--- config.mk ---
export PLATFORM = sky130hd
export DESIGN_NAME = fir_tap_streamer
export DESIGN_NICKNAME = d
export VERILOG_FILES = /design/src/rtl/fir_tap_streamer.sv
export SDC_FILE = /design/constraint.sdc
export NUM_CORES = 1
export LEC_CHECK = 0
export ABC_CLOCK_PERIOD_IN_PS = 2800
export CAP_MARGIN = 20
export CORE_ASPECT_RATIO = 1.2
export CORE_UTILIZATION = 55
export DETAILED_ROUTE_END_ITERATION = 6
export MAX_ROUTING_LAYER = met4
export PLACE_DENSITY_LB_ADDON = 0.3
export SLEW_MARGIN = 0
export SYNTH_ARGS = -nofsm -noshare
export SYNTH_HDL_FRONTEND = slang
export SYNTH_SLANG_ARGS = --single-unit
--- constraint.sdc ---
create_clock -name clk_in -period 2.8 [get_ports clk_in]
set_clock_uncertainty 0.05 [all_clocks]
set_input_delay 0.56 -clock clk_in [delete_from_list [all_inputs] [get_ports clk_in]]
set_output_delay 0.56 -clock clk_in [all_outputs]
set_load 0.005 [all_outputs]
--- src/rtl/fir_tap_streamer.sv ---
// Delay-line feeder for a single-MAC FIR filter. It stores one sample per frame in a
// circular buffer, then streams the newest TAPS samples newest-first with their tap index.
module fir_tap_streamer #(
  parameter int WIDTH = 8,
  parameter int TAPS  = 32
) (
  input  logic                    clk_in,
  input  logic                    rst_in,
  input  logic [WIDTH-1:0]        sample_in,
  input  logic                    sample_valid_in,
  output logic                    sample_ready_out,
  output logic [WIDTH-1:0]        tap_out,
  output logic [$clog2(TAPS)-1:0] tap_index_out,
  output logic                    tap_valid_out,
  output logic                    frame_start_out,
  output logic                    frame_last_out
);
  localparam int IW = $clog2(TAPS);
  localparam logic [IW-1:0] LAST_IDX = IW'(TAPS - 1);

  typedef enum logic [0:0] {IDLE = 1'b0, STREAM = 1'b1} state_t;

  state_t           state_r, state_s;
  logic [WIDTH-1:0] buf_r [TAPS];
  logic [IW-1:0]    wr_ptr_r, wr_ptr_s;
  logic [IW-1:0]    newest_r, newest_s;
  logic [IW-1:0]    idx_r, idx_s;
  logic [IW-1:0]    nxt_idx_s, rd_ptr_s;
  logic [WIDTH-1:0] tap_r, tap_s;
  logic             valid_r, valid_s;
  logic             start_r, start_s;
  logic             last_r, last_s;
  logic             ready_r, ready_s;
  logic             accept_s;

  assign accept_s  = sample_valid_in && ready_r;
  assign nxt_idx_s = idx_r + IW'(1);
  assign rd_ptr_s  = newest_r - nxt_idx_s;

  // Next-state and next-output logic; tap 0 bypasses the buffer with the incoming sample.
  always_comb begin
    state_s  = state_r;
    idx_s    = idx_r;
    tap_s    = tap_r;
    valid_s  = valid_r;
    start_s  = 1'b0;
    last_s   = 1'b0;
    ready_s  = ready_r;
    newest_s = newest_r;
    wr_ptr_s = wr_ptr_r;
    if (accept_s) begin
      state_s  = STREAM;
      idx_s    = '0;
      tap_s    = sample_in;
      valid_s  = 1'b1;
      start_s  = 1'b1;
      ready_s  = 1'b0;
      newest_s = wr_ptr_r;
      wr_ptr_s = wr_ptr_r + IW'(1);
    end else begin
      case (state_r)
        IDLE: begin
          idx_s   = '0;
          tap_s   = '0;
          valid_s = 1'b0;
          ready_s = 1'b1;
        end
        STREAM: begin
          if (idx_r == LAST_IDX) begin
            state_s = IDLE;
            idx_s   = '0;
            tap_s   = '0;
            valid_s = 1'b0;
            ready_s = 1'b1;
          end else begin
            idx_s   = nxt_idx_s;
            tap_s   = buf_r[rd_ptr_s];
            valid_s = 1'b1;
            last_s  = (nxt_idx_s == LAST_IDX);
            ready_s = (nxt_idx_s == LAST_IDX);
          end
        end
        default: begin
          state_s = IDLE;
          idx_s   = '0;
          tap_s   = '0;
          valid_s = 1'b0;
          ready_s = 1'b0;
        end
      endcase
    end
  end

  // Control state and registered tap outputs.
  always_ff @(posedge clk_in or negedge rst_in) begin
    if (!rst_in) begin
      state_r  <= IDLE;
      idx_r    <= '0;
      tap_r    <= '0;
      valid_r  <= 1'b0;
      start_r  <= 1'b0;
      last_r   <= 1'b0;
      ready_r  <= 1'b0;
      newest_r <= '0;
      wr_ptr_r <= '0;
    end else begin
      state_r  <= state_s;
      idx_r    <= idx_s;
      tap_r    <= tap_s;
      valid_r  <= valid_s;
      start_r  <= start_s;
      last_r   <= last_s;
      ready_r  <= ready_s;
      newest_r <= newest_s;
      wr_ptr_r <= wr_ptr_s;
    end
  end

  // Delay-line storage, zeroed by reset so unwritten taps read as 0.
  always_ff @(posedge clk_in or negedge rst_in) begin
    if (!rst_in) begin
      for (int i = 0; i < TAPS; i++) begin
        buf_r[i] <= '0;
      end
    end else if (accept_s) begin
      buf_r[wr_ptr_r] <= sample_in;
    end
  end

  assign sample_ready_out = ready_r;
  assign tap_out          = tap_r;
  assign tap_index_out    = idx_r;
  assign tap_valid_out    = valid_r;
  assign frame_start_out  = start_r;
  assign frame_last_out   = last_r;

endmodule

* After elaboration in Yosys (flattened, before gate mapping) *
Index checks and enable logic that the tools add are counted.

word-level totals
  flip-flop bits (word level) = 284
  input bits = 11

operators by class
  reductions and logical operators = 2
  mux-type cells = 24
  eq/ne operators = 2
  add/subtract/negate cells = 3
  $lt $le $gt $ge = 3
  bitwise gates (word level) = 3

operators by type and width
  cell                                                                           number
  256-bit bitwise mux                                                            1
  8-bit binary-select mux with 5-bit select                                      1
  8-bit demux with 5-bit select                                                  1
  8-bit 2-to-1 mux                                                               5
  8-bit case mux with 2 select lines                                             1
  6-bit greater-or-equal comparator (second input constant)                      2
  5-bit inverter with 6-bit output                                               2
  5-bit by 1-bit adder with 5-bit output (second input constant)                 2
  5-bit == test (second input constant)                                          2
  1-bit 2-to-1 mux                                                               10
  5-bit 2-to-1 mux                                                               2
  5-bit case mux with 2 select lines                                             1
  6-bit by 1-bit less-than comparator with 1-bit output (second input constant)  1
  5-bit subtractor                                                               1
  1-bit case mux with 2 select lines                                             2
  1-bit logical AND                                                              2
  1-bit inverter                                                                 1

* Depth between registers and ports, before layout *
  depth after elaboration = 9
  depth in mapped cells = 12

* Worst setup path after synthesis *
OpenSTA, ideal clock, no wires.

  path type = reg-to-reg
  start = register idx_r[0] (netlist: tap_index_out[0])
  end = register tap_r[6] (netlist: tap_out[6])
  stages on the path, launching flop included = 9
  data arrival time = 2,712 ps
  path slack = -83 ps
  library setup time = 121 ps
  buffers on the path = 0
  cells stage by stage = dfrtp_1 > inv_1 > ha_1 > fa_1 > xor2_2 > mux4_2 > o2111a_1 > or3_1 > a22o_1

between the ends
  cells in the longest elaborated chain, start to end = 9

ends and longest elaborated chain
  what                                                    RTL line  text
  from (decl)                                             27        logic [IW-1:0] idx_r, idx_s;
  from (signal assigned)                                  108       idx_r <= idx_s;
  5-bit by 1-bit adder with 5-bit output                  37        assign nxt_idx_s = idx_r + IW'(1);
  5-bit subtractor                                        38        assign rd_ptr_s = newest_r - nxt_idx_s;
  5-bit inverter with 6-bit output (implied by the code)  77        tap_s = buf_r[rd_ptr_s];
  8-bit binary-select mux with 5-bit select               77
  8-bit 2-to-1 mux (implied by the code) (2 in a row)     77
  8-bit 2-to-1 mux (*)                                    69        if (idx_r == LAST_IDX) begin
  8-bit case mux with 2 select lines (*)                  61        case (state_r)
  8-bit 2-to-1 mux (*)                                    51        if (accept_s) begin
  net tap_s[6]                                            29        logic [WIDTH-1:0] tap_r, tap_s;
  to (signal assigned)                                    109       tap_r <= tap_s;
  to (decl)                                               29

The timed path passes the listed nets; every way through them passes the cells marked *. The select of a mux whose other input is x is not followed.
A chain may end at the register's enable or synchronous reset.

* Worst setup path after layout *
  start = register idx_r[0] (netlist: tap_index_out[0])
  end = register tap_r[0] (netlist: tap_out[0])

Same word-level chain as after synthesis.

==> metrics <==
status finished, violations left; violated checks negative setup slack; Crit. End Element flip-flop; Layout Nets between 1000 and 1500; CTS tree built; GPL Wtd Cong 0.875; Starting Density roughly 57%; max incr delay on CP 0.65 ns; Leak approximately 7.4 nW; FP Rows 61; met2 Use GR 45.7%; largest family of logic cells by synthesized area multiplexers; final setup vio count 8; xor-xnor portion of the synthesized cell area 0.652%; start point of the critical path tap_index_out[0]$_DFF_PN0_; Top FF cell, synth dfrtp_1; vias in the first global route 8600; antenna viol nets, final 0; Setup crit end tap_out[0]$_DFF_PN0_; Worst Tran Pin Value 0.538 ns; grt met3 use 4.29%; Hold Crit Class reg -> reg; per-cell routed wire length 23.7 microns; global-route wire length before repair 49.9 mm; crit path max fanout 14; clock root buffer master clkbuf_16; Buffers on Ports 27; Fin. Hold Viols 0; worst r2r path cells 9; overall die width around 140 microns; die area 24700 sq um; First-pass DRT Iterations 5; final worst path period share 103%; crit path kind reg -> reg; RSZ-0062 raised after global routing true; fin util 66.6%; crit path cell chain inv_2, ha_4, fa_2, buf_6, mux4_4, o21ai_2, a21o_1, nand3_1, a32o_1; syn_nets 932; Fmax achieved 348 MHz; WP buf/inv 2; Simple-Gate Fraction of Synth Area 6.50%; reg2reg setup slack -0.07 ns; Final Slew Violations 0; drt total wl 31.9 mm; Worst Path Arrival between 3 and 4 ns; min Tclk post-route 2.87 ns; layout cells sized above 1 49.1%; initial antenna violation count 0; Compound-Gate Fraction of Synth Area under 10%; maximum VDD drop between 900 and 1000 uV; pwr dens between 1000 and 1500 nW/um^2; Worst slew margin 64.0%; synth unique cells 49; Post-synth ARST share 100%; largest net degree at the start of global routing 81; core area 23400 sq um; Syn. warnings 0; Pwr Total 20.9 mW; synthesized flop and latch total 283; Die Y-Extent 172 microns; post-DP HPWL 20.4 mm; Layout area overhead 17.8%; clock-pin slew on the worst setup and hold paths 0.06 ns; slowest stage cell, crit path fa_2; reg-to-reg critical path startpoint tap_index_out[0]$_DFF_PN0_; Worst Path Required 3.18 ns; vias per cell ~6.1; Antenna Cells 0; Top Family by Delay on Critical Path adder cells; busiest grt layer met2; Post-Syn Area between 10000 and 15000 sq um; setup TNS -0.374 ns; num ports 28; initial detailed-routing violation count 463; Levels on crit path 9; All-Layer GR Usage 27.8%; r2r endpoint tap_out[0]$_DFF_PN0_; H-tree depth 1; Clock Tree Buf Depth 3; Synth Instances a little over 900; Max-Cap Viols 0; EDFF count, synth 0; worst hold slack around 0.45 ns; Avg Cell Area, Syn 14.6 sq um; Non-Filler Instances 1345; final setup margin -0.0721 ns; Post-Synth Adder-Cell Area 1.19%; detailed-route via count ~8100; Residual DRC 0; GR Layer Usage met1 a little over a third; post-synthesis mux area share 32.4%; worst skew pair latency 0.55 ns; register area share after synthesis between 50% and 60%; startpoint types flip-flop; CTS Buf Count 29; CTS sink cnt 283; placed cells about 1300; total congestion overflow 0
[worst min-delay path by stage]
stage | from | endpoint | cells past startpoint
finish | buf_r[249]$_DFFE_PN0P_ | buf_r[249]$_DFFE_PN0P_ | 1
global route | buf_r[170]$_DFFE_PN0P_ | buf_r[170]$_DFFE_PN0P_ | 1
CTS | buf_r[244]$_DFFE_PN0P_ | buf_r[244]$_DFFE_PN0P_ | 1
detailed placement | newest_r[2]$_DFFE_PN0P_ | newest_r[2]$_DFFE_PN0P_ | 2
global placement | tap_index_out[0]$_DFF_PN0_ | tap_index_out[0]$_DFF_PN0_ | 1
floorplan | rst_in | buf_r[0]$_DFFE_PN0P_ | 0
[registers in the layout (all words and copies together) (netlist names), 5 cells and up]
name           count
buf_r            256
tap_out            8
newest_r           5
tap_index_out      5
wr_ptr_r           5
[metrics by stage]
| stage | worst slack [ns] | instance area (sq um) |
|---|---|---|
| 3_3_place_gp | -0.127 | 14300 |
| 6_report | -0.0721 | 15600 |
| 5_1_grt | -0.157 | 15600 |
| 4_1_cts | -0.131 | 15400 |
| 3_5_place_dp | -0.222 | 14300 |
| 2_1_floorplan | 0.00168 | 13300 |
[final cells by class]
type	count	area, sq um
fillers	1660	7830
flip-flops and latches	283	7080
well taps	315	394
multi-input cells	558	5910
inverters	9	33.8
clock buffers	43	848
repair buffers	126	1220
clock inverters	11	111
[power by group]
group	internal (mW)	leakage, nW	switching (mW)
combinational	5.83	3.05	5.83
clock	2.28	0.476	1.60
sequential	4.87	3.87	0.490
total	13.0	7.40	7.91
[Yosys cell counts (3+ instances only)]
cell type	n	area (sq um)
xor2_1	3	26.3
ha_1	11	138
a21o_1	10	75.1
clkbuf_1	32	120
a31oi_1	16	100
inv_1	8	30.0
clkbuf_8	5	68.8
a32o_1	7	70.1
nand3_1	40	200
o21ai_0	11	55.1
mux4_4	8	200
nand2_1	73	274
buf_4	5	37.5
and3_1	5	31.3
mux2_2	256	2880
xnor2_1	5	43.8
nor2_2	13	81.3
mux4_2	40	901
dfrtp_1	283	7080
nand4_1	5	31.3
nor2_1	9	33.8
buf_2	9	45.0
nor3_2	6	60.1
buf_6	8	90.1
mux4_1	11	289
[metal layers]
layer / up-vias / share of wire [%]
met5: - / 0
met4: 0 / 3.6
met3: 89 / 4.8
met2: 216 / 50
met1: 4304 / 41
li1: 3534 / -
[cell usage in the layout, fill, tap and decap left out, drive strengths merged, types with 7 or more instances in the layout]
master           n
a31oi           16
mux4            59
o21ai           12
clkinv           8
nand2           75
nor3             8
a32o             7
ha              11
nand3           40
nor2            22
mux2           256
clkbuf          46
buf             96
dfrtp          283
a21o            10
inv              9
clkdlybuf4s50   26
[cells by family (layout without fill, tap and decap cells)]
logic type | count (synthesis) | count (layout)
AOI/OAI and AO/OA | 52 | 52
xor gates and xnor gates | 9 | 9
adders and majority gates | 12 | 12
buffers and inverters | 68 | 189
DFF | 283 | 283
muxes | 317 | 317
and+or+nand+nor | 168 | 168
[repair_timing]
item                                   4_1_cts  5_1_grt
setup endpoints to repair                    8        8
gates cloned                                 1        3
setup buffers                                5        4
gates resized for setup                     20       20
pin swaps                                    6        6
endpoints found under the hold margin       56        0
hold buffers                                 1        0
Power figures use the tool's default switching activity.
